File: src/rtl/prog_ctr_if.sv
// Fetch-stage bus between the decode/control stage (master) and the program counter (slave).
// Carries run control, jump/branch/call/return requests and the registered fetch address.
interface prog_ctr_if #(
  parameter int unsigned D  = 12,
  parameter int unsigned OW = 8
);
  logic          start;
  logic          halt;
  logic          stall;
  logic          jump_en;
  logic [D-1:0]  jump_target;
  logic          branch_en;
  logic          branch_taken;
  logic [OW-1:0] branch_offset;
  logic          call_en;
  logic          ret_en;
  logic [D-1:0]  prog_ctr_out;
  logic          running;
  logic          done;
  logic          stack_err;

  modport master (
    output start, halt, stall, jump_en, jump_target, branch_en, branch_taken,
           branch_offset, call_en, ret_en,
    input  prog_ctr_out, running, done, stack_err
  );

  modport slave (
    input  start, halt, stall, jump_en, jump_target, branch_en, branch_taken,
           branch_offset, call_en, ret_en,
    output prog_ctr_out, running, done, stack_err
  );
endinterface

File: src/rtl/prog_ctr.sv
// Program counter: IDLE/RUN/DONE sequencing, absolute jumps and PC-relative branches.
// Define PC_RET_STACK_EN to build the call/return stack; otherwise call_en/ret_en are ignored.
module prog_ctr #(
  parameter int unsigned D          = 12,
  parameter int unsigned OW         = 8,
  parameter int unsigned START_ADDR = 0,
  parameter int unsigned RS_DEPTH   = 4
) (
  input  logic         clk,
  input  logic         rst_n,
  prog_ctr_if.slave    bus
);

  typedef enum logic [1:0] {ST_IDLE, ST_RUN, ST_DONE} state_t;

  state_t       state_q, state_d;
  logic [D-1:0] pc_q, pc_d;
  logic         running_q, running_d;
  logic         done_q, done_d;
  logic [D-1:0] pc_inc;
  logic [D-1:0] pc_br;

  // Both sums wrap modulo 2**D; the offset is sign-extended to D bits.
  assign pc_inc = pc_q + D'(1);
  assign pc_br  = pc_q + D'($signed(bus.branch_offset));

`ifdef PC_RET_STACK_EN
  localparam int unsigned SPW = $clog2(RS_DEPTH + 1);
  localparam int unsigned IW  = (RS_DEPTH > 1) ? $clog2(RS_DEPTH) : 1;

  logic [D-1:0]   stk_q [RS_DEPTH];
  logic [D-1:0]   stk_d [RS_DEPTH];
  logic [SPW-1:0] sp_q, sp_d;
  logic           err_q, err_d;
`else
  localparam int unsigned UNUSED_RS_DEPTH = RS_DEPTH;
  logic unused_stack_c;
  assign unused_stack_c = bus.call_en | bus.ret_en;
`endif

  // Next-state and next-PC selection.
  always_comb begin
    state_d = state_q;
    pc_d    = pc_q;
`ifdef PC_RET_STACK_EN
    stk_d   = stk_q;
    sp_d    = sp_q;
    err_d   = err_q;
`endif
    unique case (state_q)
      ST_IDLE, ST_DONE: begin
        if (bus.start) begin
          state_d = ST_RUN;
          pc_d    = D'(START_ADDR);
`ifdef PC_RET_STACK_EN
          sp_d    = '0;
`endif
        end
      end
      ST_RUN: begin
        if (bus.start) begin
          pc_d    = D'(START_ADDR);
`ifdef PC_RET_STACK_EN
          sp_d    = '0;
`endif
        end else if (bus.halt) begin
          state_d = ST_DONE;
        end else if (!bus.stall) begin
`ifdef PC_RET_STACK_EN
          if (bus.ret_en) begin
            if (sp_q == '0) begin
              pc_d  = pc_inc;
              err_d = 1'b1;
            end else begin
              pc_d = stk_q[IW'(sp_q - SPW'(1))];
              sp_d = sp_q - SPW'(1);
            end
          end else if (bus.call_en) begin
            pc_d = bus.jump_target;
            if (sp_q == SPW'(RS_DEPTH)) begin
              err_d = 1'b1;
            end else begin
              stk_d[IW'(sp_q)] = pc_inc;
              sp_d             = sp_q + SPW'(1);
            end
          end else
`endif
          if (bus.jump_en) begin
            pc_d = bus.jump_target;
          end else if (bus.branch_en && bus.branch_taken) begin
            pc_d = pc_br;
          end else begin
            pc_d = pc_inc;
          end
        end
      end
      default: state_d = ST_IDLE;
    endcase
    running_d = (state_d == ST_RUN);
    done_d    = (state_d == ST_DONE);
  end

  always_ff @(posedge clk or negedge rst_n) begin
    if (!rst_n) begin
      state_q   <= ST_IDLE;
      pc_q      <= '0;
      running_q <= 1'b0;
      done_q    <= 1'b0;
`ifdef PC_RET_STACK_EN
      sp_q      <= '0;
      err_q     <= 1'b0;
      for (int i = 0; i < int'(RS_DEPTH); i++) stk_q[i] <= '0;
`endif
    end else begin
      state_q   <= state_d;
      pc_q      <= pc_d;
      running_q <= running_d;
      done_q    <= done_d;
`ifdef PC_RET_STACK_EN
      sp_q      <= sp_d;
      err_q     <= err_d;
      for (int i = 0; i < int'(RS_DEPTH); i++) stk_q[i] <= stk_d[i];
`endif
    end
  end

  assign bus.prog_ctr_out = pc_q;
  assign bus.running      = running_q;
  assign bus.done         = done_q;
`ifdef PC_RET_STACK_EN
  assign bus.stack_err    = err_q;
`else
  assign bus.stack_err    = 1'b0;
`endif

endmodule

File: src/flat_wrapper.sv
// flat-port wrapper written by rule: the top's interface ports become plain ports
module prog_ctr_flat 
#(
  parameter int unsigned D          = 12,
  parameter int unsigned OW         = 8,
  parameter int unsigned START_ADDR = 0,
  parameter int unsigned RS_DEPTH   = 4
)
  (clk, rst_n, bus_start, bus_halt, bus_stall, bus_jump_en, bus_jump_target, bus_branch_en, bus_branch_taken, bus_branch_offset, bus_call_en, bus_ret_en, bus_prog_ctr_out, bus_running, bus_done, bus_stack_err);
  prog_ctr_if #(.D(D), .OW(OW)) bus_i ();
  input  logic clk;
  input  logic rst_n;
  input wire logic [$bits(bus_i.start)-1:0] bus_start;
  input wire logic [$bits(bus_i.halt)-1:0] bus_halt;
  input wire logic [$bits(bus_i.stall)-1:0] bus_stall;
  input wire logic [$bits(bus_i.jump_en)-1:0] bus_jump_en;
  input wire logic [$bits(bus_i.jump_target)-1:0] bus_jump_target;
  input wire logic [$bits(bus_i.branch_en)-1:0] bus_branch_en;
  input wire logic [$bits(bus_i.branch_taken)-1:0] bus_branch_taken;
  input wire logic [$bits(bus_i.branch_offset)-1:0] bus_branch_offset;
  input wire logic [$bits(bus_i.call_en)-1:0] bus_call_en;
  input wire logic [$bits(bus_i.ret_en)-1:0] bus_ret_en;
  output wire logic [$bits(bus_i.prog_ctr_out)-1:0] bus_prog_ctr_out;
  output wire logic [$bits(bus_i.running)-1:0] bus_running;
  output wire logic [$bits(bus_i.done)-1:0] bus_done;
  output wire logic [$bits(bus_i.stack_err)-1:0] bus_stack_err;
  assign bus_i.start = bus_start;
  assign bus_i.halt = bus_halt;
  assign bus_i.stall = bus_stall;
  assign bus_i.jump_en = bus_jump_en;
  assign bus_i.jump_target = bus_jump_target;
  assign bus_i.branch_en = bus_branch_en;
  assign bus_i.branch_taken = bus_branch_taken;
  assign bus_i.branch_offset = bus_branch_offset;
  assign bus_i.call_en = bus_call_en;
  assign bus_i.ret_en = bus_ret_en;
  assign bus_prog_ctr_out = bus_i.prog_ctr_out;
  assign bus_running = bus_i.running;
  assign bus_done = bus_i.done;
  assign bus_stack_err = bus_i.stack_err;
  prog_ctr #(.D(D), .OW(OW), .START_ADDR(START_ADDR), .RS_DEPTH(RS_DEPTH)) u_core (.clk(clk), .rst_n(rst_n), .bus(bus_i));
endmodule
File: config.mk
export PLATFORM = sky130hd
export DESIGN_NAME = prog_ctr_flat
export DESIGN_NICKNAME = d
export VERILOG_FILES = /design/src/rtl/prog_ctr_if.sv /design/src/rtl/prog_ctr.sv /design/src/flat_wrapper.sv
export SDC_FILE = /design/constraint.sdc
export NUM_CORES = 1
export LEC_CHECK = 0
export CORE_ASPECT_RATIO = 1.75
export CORE_MARGIN = 3
export CORE_UTILIZATION = 40
export CTS_CLUSTER_DIAMETER = 60
export DETAILED_ROUTE_END_ITERATION = 10
export PLACE_DENSITY = 0.8
export SLEW_MARGIN = 20
export SYNTH_ARGS = -nofsm -noshare
export SYNTH_HDL_FRONTEND = slang
export SYNTH_SLANG_ARGS = --single-unit
File: constraint.sdc
create_clock -name clk -period 3.73 [get_ports clk]
set_clock_uncertainty 0.05 [all_clocks]
set_input_delay 0.746 -clock clk [delete_from_list [all_inputs] [get_ports clk]]
set_output_delay 0.746 -clock clk [all_outputs]
set_load 0.01 [all_outputs]
After elaboration in Yosys (flattened, before gate mapping)
Index checks and enable logic that the tools add are counted.
- add/sub/neg operators: 2
- reduce and logical (&&, ||, !) cells: 5
- muxes and demuxes: 11
- equality and inequality tests: 7
- operators with widths (cell ; number):
    $mux W12 ; 6
    $pmux W12 S2 ; 1
    $add A12 B1 Y12 const B ; 1
    $add A12 B12 Y12 ; 1
    $mux W2 ; 3
    $ne A3 B3 Y1 const B ; 2
    $eq A2 B1 Y1 const B ; 2
    $eq A2 B2 Y1 const B ; 2
    $pmux W2 S2 ; 1
    $reduce_and A4 Y1 ; 1
    $logic_not A2 Y1 ; 1
    $ne A2 B2 Y1 const B ; 1
    $reduce_bool A2 Y1 ; 1
    $reduce_or A2 Y1 ; 1
    $logic_and A1 B1 Y1 ; 1
- output and inout bits: 15
- bits in registers: 16

Logic depth before layout (Yosys ltp)
Gate-level depths: netlist of the first run.
- word-level depth: 7
- gate-level depth with buffers: 10

Worst setup path after synthesis of the first run
OpenSTA, ideal clock, no wires.
- kind: in2reg
- from: input bus_branch_offset[0]
- to: register u_core.pc_q[10], in the netlist u_core.bus.prog_ctr_out[10]
- slack: 0.875 ns
- stages: 10
- buffers on the path: 0
- arrival time: 2.738 ns
- cell sequence: nand3b_1 -> ha_1 -> inv_1 -> fa_1 -> nor2b_4 -> o21bai_4 -> a32oi_4 -> mux2_4 -> a2111oi_2 -> a221o_1
- longest elaborated chain between the ends: 7
- ends and longest elaborated chain (what ; RTL line ; source):
    start, declared ; flat_wrapper.sv:20 ; input wire logic [$bits(bus_i.branch_offset)-1:0] bus_branch_offset;
    $add A12 B12 Y12 ; prog_ctr.sv:25 ; assign pc_br = pc_q + D'($signed(bus.branch_offset));
    $mux W12 ; prog_ctr.sv:90 ; end else if (bus.branch_en && bus.branch_taken) begin
    $mux W12 ; prog_ctr.sv:88 ; if (bus.jump_en) begin
    $mux W12 ; prog_ctr.sv:68 ; end else if (!bus.stall) begin
    $mux W12 ; prog_ctr.sv:66 ; end else if (bus.halt) begin
    $mux W12 ; prog_ctr.sv:61 ; if (bus.start) begin
    $pmux W12 S2 ; prog_ctr.sv:50 ; unique case (state_q)
    end signal, assigned ; prog_ctr.sv:116 ; pc_q <= pc_d;
    end, declared ; prog_ctr.sv:17 ; logic [D-1:0] pc_q, pc_d;
Every way passes these cells. The select of a mux whose other input is x is not followed.
A chain may end at the register's enable or synchronous reset.

Worst setup path after layout of the first run
- from: input bus_branch_en
- to: register u_core.pc_q[10], in the netlist u_core.bus.prog_ctr_out[10]
- longest elaborated chain between the ends: 7
- ends and longest elaborated chain (what ; RTL line ; source):
    start, declared ; flat_wrapper.sv:18 ; input wire logic [$bits(bus_i.branch_en)-1:0] bus_branch_en;
    $logic_and A1 B1 Y1 ; prog_ctr.sv:90 ;
    $mux W12 ; prog_ctr.sv:90 ;
    $mux W12 ; prog_ctr.sv:88 ;
    $mux W12 ; prog_ctr.sv:68 ;
    $mux W12 ; prog_ctr.sv:66 ;
    $mux W12 ; prog_ctr.sv:61 ;
    $pmux W12 S2 ; prog_ctr.sv:50 ;
Every way passes these cells. The select of a mux whose other input is x is not followed.

==> results of run 1 <==
==> where the power goes <==
group          switching [mW]  internal [mW]
Sequential             0.0110          0.183
Combinational          0.0487         0.0635
Clock                  0.0601         0.0717
==> kinds of logic after synthesis <==
family                     synth area share (%)
AOI/OAI and AO/OA                          24.5
xor gates and xnor gates                   5.66
adders and majority gates                  8.70
buffers and inverters                      3.03
DFF                                        32.4
muxes                                      4.55
other                                     0.303
and+or+nand+nor                            20.9
==> sequential cells by signal (all words and copies together), names as in the netlist <==
| name | flops |
|---|---|
| u_core.bus.prog_ctr_out | 12 |
| u_core.bus.done | 1 |
| u_core.state_q | 2 |
| u_core.bus.running | 1 |
==> synthesized netlist by cell type (2+ instances only) <==
library cell	n	area [µm²]
xnor2_1	6	52.6
clkbuf_1	2	7.51
nand2b_1	3	18.8
nand3b_1	3	22.5
ha_1	7	87.6
nand2_1	10	37.5
a22oi_1	4	30.0
inv_1	6	22.5
mux2i_1	3	30.0
a21oi_1	9	45.0
and2_1	2	12.5
o21ai_0	12	60.1
dfrtp_1	16	400
xor2_1	2	17.5
a22o_1	6	52.6
and3_1	5	31.3
nand3_1	5	25.0
or3_1	2	12.5
a32oi_1	2	17.5
nor2_1	6	22.5
==> layout make-up <==
type,count,area (µm²)
flip-flops and latches,16,400
well taps,28,35.0
clock buffers,3,41.3
repair buffers,44,433
multi-input cells,105,800
inverters,6,22.5
fillers,244,1200
==> routing by layer <==
layer / GRT usage, % / share of wire [%] / routed length, µm
met1: 17.7 / 36 / 1180
met2: 35.0 / 54 / 1760
met3: 2.71 / 6.2 / 200
met4: 8.36 / 3.0 / 97
met5: 0 / 0 / 0
==> worst max-delay path by stage <==
stage / startpoint / endpoint / slack, ns / cells past startpoint
final: bus_branch_en / u_core.bus.prog_ctr_out[10] / 0.58 / 11
after floorplan: bus_branch_offset[0] / u_core.bus.prog_ctr_out[10] / 0.88 / 10
after detailed placement: bus_branch_en / u_core.bus.prog_ctr_out[10] / 0.31 / 11
after global placement: bus_branch_offset[0] / u_core.bus.prog_ctr_out[10] / 0.33 / 11
after CTS: bus_branch_en / u_core.bus.prog_ctr_out[10] / 0.55 / 11
after global routing: bus_branch_en / u_core.bus.prog_ctr_out[11] / 0.44 / 10
==> worst reg2reg max path: cells and delay by family (launching register included) <==
family                   cells  cell delay (ns)
AO/OA/AOI/OAI                4             0.81
adder cells (fa/ha/maj)      2             0.62
buffers and inverters        1             0.06
flip-flops                   1             0.37
multiplexers                 1             0.32
AND/OR/NAND/NOR              1             0.17
==> out/results.ini, run 1 <==
[floorplan]
initial_core_util_pct = 42.3
fp.coreArea_um2 = 2930
rows = 26
die_width_um = 48.0
die-area_um2 = 3820
io_pins = 45
die_h_um = 79.6

[global_route]
track_usage_pct = 18.6
grt_pass1_wl_mm = 5.22
grt_pass1_vias = 1248
antenna_found_initial = 0
overflow = 0
grt_max_degree = 17

[cts]
clk_pin_slew_ns = 0.07
cts_inserted_buffers = 3
cts_buffer_depth = 2
cts_root_buffer = clkbuf_8
cts.sinks = 16
cts_setup_buffers = 0
clkLatencyLatePin_ns = 0.25
cts_max_level = 1
cts_tree = built
cts.repair.resized = 0
ctsHoldBuffers = 0

[sta]
fmax_ghz = 0.317
layout_min_cycle_time_ns = 3.15
setup_tns_ns = 0
final_hold_viol_count = 0
finalWorstSetupSlack_ns = 0.576
timing.slew.headroom_pct = 49.3
tightest_slew_ns = 0.758
slew_violations = 0
fin_worst_hold_slack_ns = 0.487
fin_crit_sh_pct = 84.6
setup_viol = 0
rsz0062_at_grt = no

[hold_path]
hold_depth = 1
hold_path.class = flip-flop to flip-flop
hold_path.startpoint = u_core.bus.prog_ctr_out[3]
hold_end = u_core.bus.prog_ctr_out[3]

[logic_synthesis]
ys_ff_latch = 16
yosysWarnings = 0
synth_area_um2 = 1240
postSynthAreaPerCell_um2 = 9.52
synth-edff-count = 0
synthCells = 130
synth_nets = 168
yosysSeqAreaShare_pct = 32.4
ys_async_sr_fraction_pct = 100
yosysUniqueCellTypes = 39
synthFlopType = dfrtp_1

[layout]
final_layout_size_suffix_gt1_share_pct = 10.3
antennaDiodeCount = 0
area_delta_synth_final_pct = 39.9
stdcell_count = 202
fin_util_pct = 59.1
design_area_um2 = 1730
mostFrequentLayoutCells = clkdlybuf4s50_1 (41), dfrtp_1 (16), o21ai_0 (12), nand2_1 (10), a21oi_1 (9)
final_common_cell = clkdlybuf4s50_1
finalNetCount = 214

[worst_setup_path]
path_cells = clkdlybuf4s50_1 -> nand3b_1 -> ha_1 -> inv_1 -> fa_1 -> nor2b_4 -> o21bai_4 -> a32oi_4 -> mux2_4 -> a2111oi_2 -> a221o_1
r2r_end = u_core.bus.prog_ctr_out[10]
rrSetupSlack_ns = 1.26
path_delay_family = compound AO/OA/AOI/OAI gates
reg2reg_depth = 9
path_max_fanout = 3
crit_slowest_cell = clkdlybuf4s50_1
max_stage_delay_ns = 0.45
cp.arrival_ns = 3.30
path_buf_inv = 2
cp-end-kind = flip-flop
worstPathRequired_ns = 3.87
setup.worst_path.start_class = input port
rr_startpoint = u_core.bus.prog_ctr_out[0]
critical_path_class = input port to flip-flop

[route]
drt_iter0_drc = 39
antenna_left = 0
postRouteWirelength_mm = 3.24
dr.pass1.iters = 4
via_count = 1191
avgRoutedWirePerCell_um = 16.0
drc = 0
via_per_inst = 5.90

[pwr]
power.leakage_nw = 0.731
power_density_nw_per_um2 = 253
ir_drop_mv = 0.216
finalPower_uw = 438

[flow_run]
cap_viol_max_count = 0

[place]
pre_cts_ws_ns = 0.305
hpwlAfterDp_mm = 2.65
port_buffers = 41
dp_cells = 199
gp_congestion = 0.817
placed_area_um2 = 1690

[outcome]
status = completed

(Power assumes the default switching activity.)
==> run 2: changes to the inputs <==
Settings changed: PLACE_DENSITY 0.8 to 0.83.
Clock period 3.73 ns to 2.7 ns, I/O delays scaled along.
==> run 2 against run 1 <==
Power increased by 51%. Clock power up 64%. Worst setup slack got worse by 0.50 ns. Critical path depth did not move. Die area did not move. Final area increased by 11%. Critical path type unchanged.
==> out/results.ini, run 2 (same netlist as run 1, synthesis figures left out) <==
[pwr]
power.share.sequential_pct = 40.7
comb_power_share_pct = 26.6
swShare_pct = 27.0
internal-power_uw = 482
finalPower_uw = 661
clkPwrFrac_pct = 32.6
power_density_nw_per_um2 = 345
ir_drop_mv = 0.226
p_sw_uw = 179
power.leakage_nw = 0.805

[global_route]
antenna_found_initial = 0
grt_pass1_wl_mm = 5.82
grt_pass1_vias = 1307
overflow = 0
track_usage_pct = 21.3
grt_max_degree = 17

[cts]
clkLatencyLatePin_ns = 0.25
cts_max_level = 1
ctsHoldBuffers = 0
cts_tree = built
cts_buffer_depth = 2
clk_pin_slew_ns = 0.07
cts_inserted_buffers = 3
cts.sinks = 16
cts_root_buffer = clkbuf_8

[floorplan]
die_h_um = 79.6
fp.coreArea_um2 = 2930
die-area_um2 = 3820
rows = 26
die_width_um = 48.0
initial_core_util_pct = 42.3
io_pins = 45

[worst_setup_path]
crit_start = bus_branch_en
r2r_end = u_core.bus.prog_ctr_out[10]
rrSetupSlack_ns = 0.37
cp-end-kind = flip-flop
cp.arrival_ns = 2.78
reg2reg_depth = 9
setup.worst_path.start_class = input port
worstPathRequired_ns = 2.85
setup.worst_path.end = u_core.bus.prog_ctr_out[10]
path_max_fanout = 6
critical_path_class = input port to flip-flop
rr_startpoint = u_core.bus.prog_ctr_out[0]

[sta]
tightest_slew_ns = 0.734
slew_violations = 0
fmax_ghz = 0.380
setup_viol = 0
final_hold_viol_count = 0
layout_min_cycle_time_ns = 2.63
timing.slew.headroom_pct = 50.9
fin_crit_sh_pct = 97.4

[layout]
final_layout_size_suffix_gt1_share_pct = 23.2
antennaDiodeCount = 0
design_area_um2 = 1920
finalNetCount = 229
mostFrequentLayoutCells = clkdlybuf4s50_1 (38), buf_4 (18), dfrtp_1 (16), o21ai_0 (12), nand2_1 (9)
final_common_cell = clkdlybuf4s50_1
stdcell_count = 218
largest_register_ffs = 12
area_delta_synth_final_pct = 54.9

[place]
dp_cells = 213
placed_area_um2 = 1800
hpwlAfterDp_mm = 3.04
gp_congestion = 0.894
port_buffers = 41

[route]
dr.pass1.iters = 4
antenna_left = 0
postRouteWirelength_mm = 3.81
via_per_inst = 5.98
drt_iter0_drc = 42
avgRoutedWirePerCell_um = 17.5
drc = 0
via_count = 1303

[outcome]
status = completed

[hold_path]
hold_path.class = flip-flop to flip-flop

[flow_run]
cap_viol_max_count = 0

[run 2: changes by cell type in the layout (fill, tap and decap cells not counted), moves of 2 or more]
| cell | before | now |
|---|---|---|
| clkdlybuf4s50_1 | 41 | 38 |
| ha_1 | 7 | 5 |
| mux2i_1 | 3 | 1 |
| buf_4 | 3 | 18 |
| dlygate4sd2_1 | 0 | 3 |
[run 2: worst min-delay path by stage]
stage	start	endpoint	slack (ns)	cells after the start
2_1_floorplan	rst_n	u_core.bus.done	0.19	0
3_3_place_gp	u_core.bus.prog_ctr_out[3]	u_core.bus.prog_ctr_out[3]	0.47	1
3_5_place_dp	u_core.bus.prog_ctr_out[3]	u_core.bus.prog_ctr_out[3]	0.48	1
4_1_cts	u_core.bus.prog_ctr_out[3]	u_core.bus.prog_ctr_out[3]	0.50	1
5_1_grt	u_core.bus.prog_ctr_out[3]	u_core.bus.prog_ctr_out[3]	0.53	1
6_report	u_core.bus.prog_ctr_out[3]	u_core.bus.prog_ctr_out[3]	0.51	1
[run 2: per-layer routing]
| layer | track usage (%) | vias to the layer above | routed length [µm] |
|---|---|---|---|
| met5 | 0 | - | 0 |
| met4 | 9.43 | 0 | 106 |
| met3 | 1.13 | 9 | 218 |
| met2 | 41.6 | 58 | 2210 |
| met1 | 20.1 | 635 | 1280 |
| li1 | - | 601 | - |
[run 2: cell type report]
class | instances | area [µm²]
Fill cell | 230 | 1010
Multi-Input combinational cell | 105 | 862
Timing Repair Buffer | 59 | 542
Sequential cell | 16 | 400
Clock buffer | 4 | 55.1
Tap cell | 28 | 35.0
Inverter | 6 | 22.5
[run 2: timing repair]
item / CTS / global route
resized for setup: 9 / 6
pin swaps: 4 / 3
endpoints found under the setup margin: 4 / 4
gates cloned: 0 / 0
buffers inserted: 1 / 0
[run 2: worst max-delay path: stages]
cell and delay (ns):
dlygate4sd2_1 0.26, buf_4 0.17, and3_1 0.18, ha_1 0.30, nor2b_4 0.15, o21bai_4 0.14
a32oi_4 0.13, buf_4 0.17, o31a_2 0.32, a2111oi_4 0.27, a221o_1 0.14
[run 2: power groups by stage]
stage / sequential, mW / combinational [mW] / clock (mW)
floorplan: 0.274 / 0.0662 / 0
global placement: 0.271 / 0.161 / 0
detailed placement: 0.273 / 0.169 / 0
CTS: 0.269 / 0.174 / 0.218
global route: 0.271 / 0.190 / 0.228
finish: 0.269 / 0.176 / 0.216
[run 2: stage by stage]
stage	setup slack, ns	utilization (%)	hold WS (ns)	TNS, ns
floorplan	0.0515	-	0.194	0
global placement	-0.425	61.3	0.475	-1.35
detailed placement	-0.522	61.3	0.480	-1.90
CTS	0.0329	64.5	0.503	0
global route	-0.00524	65.5	0.531	-0.00524
finish	0.0710	65.5	0.508	0
==> run 3: changes to the inputs <==
Settings changed: CTS_BUF_LIST set to sky130_fd_sc_hd__clkbuf_4 sky130_fd_sc_hd__clkbuf_8, TNS_END_PERCENT set to 50.
==> results of run 3 <==
Final layout, timing and power as in run 2 (identical DEF).
